### src/rtl/seq_multiplier.sv
// Sequential shift-add multiplier, one multiplier bit per cycle, signed/unsigned.
// Signed operands are reduced to magnitudes up front and the sign is reapplied on the final add.
module seq_multiplier #(
  parameter int N = 8
) (
  input  logic           clk,
  input  logic           rst_n,
  input  logic           in_valid,
  output logic           in_ready,
  input  logic [N-1:0]   a,
  input  logic [N-1:0]   b,
  input  logic           signed_mode,
  output logic           out_valid,
  input  logic           out_ready,
  output logic [2*N-1:0] p,
  output logic           busy
);
  localparam int CW = $clog2(N+1);

  typedef enum logic [1:0] {IDLE, CALC, DONE} state_t;

  state_t           state_q, state_d;
  logic [CW-1:0]    cnt_q, cnt_d;
  logic [2*N-1:0]   mcand_q, mcand_d;
  logic [N-1:0]     mplier_q, mplier_d;
  logic [2*N:0]     acc_q, acc_d;
  logic             neg_q, neg_d;
  logic [2*N-1:0]   p_q, p_d;

  logic             a_neg, b_neg, last;
  logic [N-1:0]     a_mag, b_mag;

  // -2^(N-1) has magnitude 2^(N-1), which still fits N unsigned bits
  assign a_neg = signed_mode & a[N-1];
  assign b_neg = signed_mode & b[N-1];
  assign a_mag = a_neg ? -a : a;
  assign b_mag = b_neg ? -b : b;
  assign last  = (cnt_q == CW'(N-1));

  always_ff @(posedge clk or negedge rst_n) begin
    if (!rst_n) state_q <= IDLE;
    else        state_q <= state_d;
  end

  always_comb begin
    state_d = state_q;
    case (state_q)
      IDLE:    if (in_valid)  state_d = CALC;
      CALC:    if (last)      state_d = DONE;
      DONE:    if (out_ready) state_d = IDLE;
      default:                state_d = IDLE;
    endcase
  end

  always_comb begin
    in_ready  = (state_q == IDLE);
    out_valid = (state_q == DONE);
    busy      = (state_q != IDLE);
  end

  always_comb begin
    cnt_d    = cnt_q;
    mcand_d  = mcand_q;
    mplier_d = mplier_q;
    acc_d    = acc_q;
    neg_d    = neg_q;
    p_d      = p_q;
    if (state_q == IDLE && in_valid) begin
      mcand_d  = {{N{1'b0}}, a_mag};
      mplier_d = b_mag;
      acc_d    = '0;
      cnt_d    = '0;
      neg_d    = a_neg ^ b_neg;
    end else if (state_q == CALC) begin
      acc_d    = acc_q + (mplier_q[0] ? {1'b0, mcand_q} : '0);
      mcand_d  = mcand_q << 1;
      mplier_d = mplier_q >> 1;
      cnt_d    = cnt_q + CW'(1);
      if (last) p_d = neg_q ? -acc_d[2*N-1:0] : acc_d[2*N-1:0];
    end
  end

  always_ff @(posedge clk or negedge rst_n) begin
    if (!rst_n) begin
      cnt_q    <= '0;
      mcand_q  <= '0;
      mplier_q <= '0;
      acc_q    <= '0;
      neg_q    <= 1'b0;
      p_q      <= '0;
    end else begin
      cnt_q    <= cnt_d;
      mcand_q  <= mcand_d;
      mplier_q <= mplier_d;
      acc_q    <= acc_d;
      neg_q    <= neg_d;
      p_q      <= p_d;
    end
  end

  assign p = p_q;
endmodule

### config.mk
export PLATFORM = sky130hd
export DESIGN_NAME = seq_multiplier
export DESIGN_NICKNAME = d
export VERILOG_FILES = /design/src/rtl/seq_multiplier.sv
export SDC_FILE = /design/constraint.sdc
export NUM_CORES = 1
export LEC_CHECK = 0
export BUFFER_PORTS_ARGS = -buffer_cell sky130_fd_sc_hd__buf_4
export CAP_MARGIN = 20
export CORE_ASPECT_RATIO = 0.8
export CORE_MARGIN = 5
export CORE_UTILIZATION = 30
export DETAILED_ROUTE_END_ITERATION = 7
export HOLD_SLACK_MARGIN = 0.06
export PLACE_DENSITY = 0.52
export SLEW_MARGIN = 20
export SYNTH_ARGS = -nofsm -noshare
export SYNTH_HDL_FRONTEND = slang
export SYNTH_SLANG_ARGS = --single-unit
### constraint.sdc
create_clock -name clk -period 3.85 [get_ports clk]
set_input_delay 0.77 -clock clk [delete_from_list [all_inputs] [get_ports clk]]
set_output_delay 0.77 -clock clk [all_outputs]
set_load 0.01 [all_outputs]
==> results.toml <==
[outcome]
status = "completed"

[drt]
ant_nets = 0
route.met3.wl_um = 374
drtPass1Iterations = 4
num_vias = 3525
wl_um = 10120
drt_iter0_drc = 165
vias_per_cell = 5.043
wl_met1_um = 5077
wl_met2_um = 4531
route.detailed.drc = 0
top_layer_used = "met4"
routedWlPerCell_um = 14.48

[sta]
fin_crit_sh = 0.9090
rsz0062_at_grt = "no"
slew_headroom = 0.3813
tightest_slew_ns = 0.9250
max_freq_ghz = 0.2858
finalCriticalPeriod_ns = 3.500
slew_violations = 0
final.setup.worst_slack_ns = 0.3504
hold_viol = 0
setup_viol_count_final = 0
tns_ns = 0
finClkSkew_ns = 0.008612

[power]
seqPwrFrac = 0.261
power.internal_w = 0.002592
power.share.clock = 0.174
p_total_w = 0.004691
p_leak_nw = 2.158
pwr_density_cell_nw_per_um2 = 962.5
combPwrFrac = 0.565
power_switching_w = 0.002099
max-vdd-ir-drop_mv = 0.3434
swShare = 0.4474

[die]
core_region_area_um2 = 13550
rows = 38
die_height_um = 115.0
start_util = 0.3050
die_w_um = 141.2
ioPinCount = 40
die_area_um2 = 16240

[setup_path]
start_kind = "flip-flop"
ff2ff_path_depth = 10
cp.required_ns = 4.07
critPathArrivalTime_ns = 3.72
rr_endpoint = "p[15]"
worstSetupPathType = "reg2reg"
cp-end-kind = "flip-flop"
worstReg2RegStart = "mplier_q[0]"
crit_fanout = 17
r2r_slack_ns = 0.35

[cts]
holdBufCountCts = 0
cts_made_buffers = 9
cts.sinks = 63
h-tree-depth = 3
clk_pin_slew_ns = 0.05
cts_tree = "yes"
cts_root_buf = "clkbuf_16"
clock_path_buffers = 2
insertion_delay_ns = 0.34

[logic_synthesis]
synth_edf_count = 0
netlist_area_um2 = 4133
netlist_top_cells_count = "73 x nand2_1, 63 x dfrtp_1, 42 x o21ai_0"
async_flop_share = 1.000
ys_seq_elements = 63
syn_nets = 525
ys_seq_area_frac = 0.3815
synth_cells = 484
synthFlopType = "dfrtp_1"
synth_most_common_cell = "nand2_1"
yosysTopAreaCellShare = 0.3815
ys_types = 53
avgSynthCellArea_um2 = 8.539
yosys-top-cells-area = "dfrtp_1 38%, nand2_1 6.6%, ha_1 5.8%, o21ai_0 5.1%, xnor2_1 4.9%"
synth_warnings = 0
synth_top_area_cell = "dfrtp_1"

[placement]
io_buffers = 39
post-place-ws_ns = 0.2988
dp_hpwl_um = 7383
placed_area_um2 = 4574
gp_congestion = 0.8542

[global_route]
grt_pass1_vias = 3428
antenna_found_initial = 0
grt_max_degree = 64
grt_pass1_wl_um = 17350
grt_overflow = 0
grt_usage = 0.1323

[finish]
layout-drive-gt1-share = 0.1503
syn2layout_area_growth_pct = 17.92
n_antenna_cell = 0
design_area_um2 = 4873
layout.nets = 556

[worst_hold_path]
hold_path_end = "mcand_q[9]"
hold_path_class = "reg2reg"
min_path_cells = 2
hold_start = "mcand_q[8]"

[run]
drv_cap = 0
## layout make-up
cell class | instances | area (um2)
Fill cell | 1424 | 8677
Multi-Input combinational cell | 379 | 2371
Sequential cell | 63 | 1578
Timing Repair Buffer | 45 | 337.8
Clock buffer | 10 | 239.0
Tap cell | 180 | 225.2
Inverter | 17 | 63.81
Clock inverter | 5 | 58.81
## through the flow
stage	hold slack [ns]	std cells	util
finish	0.4946	699	0.3596
global route	0.5279	699	0.3596
CTS	0.4981	699	0.3596
detailed placement	0.4820	684	0.3376
global placement	0.4772	684	0.3376
floorplan	0.4563	484	-
## placed cells by master (no fill, tap or decap), types with 3 or more instances in the layout
master,instances
nand2_1,73
a211oi_1,4
and2_1,17
and3_1,8
nor3_1,11
dfrtp_1,62
a21oi_1,30
o21ai_0,42
a22o_1,3
mux2_2,6
ha_1,19
nand4_1,3
clkbuf_16,9
o31ai_1,5
o21bai_1,4
nor2_1,39
nand3_1,18
buf_4,45
a22oi_1,3
a31oi_1,15
mux2i_1,3
a21o_1,5
xor2_1,13
inv_1,17
xnor2_1,23
## critical path, stage by stage (launching register included)
cell and delay [ns]:
dfrtp_2 0.50, and2_1 0.23, ha_1 0.30, a211oi_1 0.35, o21ai_0 0.21, a21boi_0 0.44, mux2i_1 0.35, nand4b_1 0.24
o41ai_2 0.39, xnor2_1 0.11, mux2_4 0.26
## cells by family (layout without fill, tap and decap cells)
family / after synthesis / count (layout) / share of synthesized area
DFF: 63 / 63 / 0.3815
AOI/OAI and AO/OA: 130 / 130 / 0.2022
buffers and inverters: 42 / 77 / 0.04692
muxes: 10 / 10 / 0.02725
adders and majority gates: 20 / 20 / 0.06237
xor gates and xnor gates: 36 / 36 / 0.07629
and+or+nand+nor: 183 / 183 / 0.2035
## registers in the layout, indices dropped and copies added, names as in the netlist
| register | flops |
|---|---|
| neg_q | 1 |
| p | 16 |
| mplier_q | 8 |
| state_q | 2 |
| cnt_q | 4 |
| acc_q | 16 |
| mcand_q | 16 |
## metal layers
layer | vias up | track usage
met2 | 69 | 0.2063
li1 | 1762 | -
met4 | 0 | 0.04067
met5 | - | 0
met3 | 12 | 0.03368
met1 | 1682 | 0.1814
## worst max path at each step
| stage | from | to | slack (ns) |
|---|---|---|---|
| after floorplan | mplier_q[0] | p[14] | 0.58 |
| after global placement | mplier_q[0] | p[15] | 0.38 |
| after detailed placement | mplier_q[0] | p[15] | 0.30 |
| after CTS | mplier_q[0] | p[15] | 0.25 |
| after global routing | mplier_q[0] | p[15] | 0.02 |
| final | mplier_q[0] | p[15] | 0.35 |
## power groups by stage
stage	logic (W)	registers, W	clock network, W
after global placement	0.00262	0.00123	0
final	0.00265	0.00122	0.000814
after floorplan	0.00199	0.00119	0
after global routing	0.00298	0.00128	0.000860
after CTS	0.00267	0.00123	0.000832
after detailed placement	0.00266	0.00124	0
## repair_timing
action                     CTS  global route
gates resized for setup      0             1
setup endpoints to repair    0             3
buffers inserted             0             0
(Power assumes the default switching activity.)
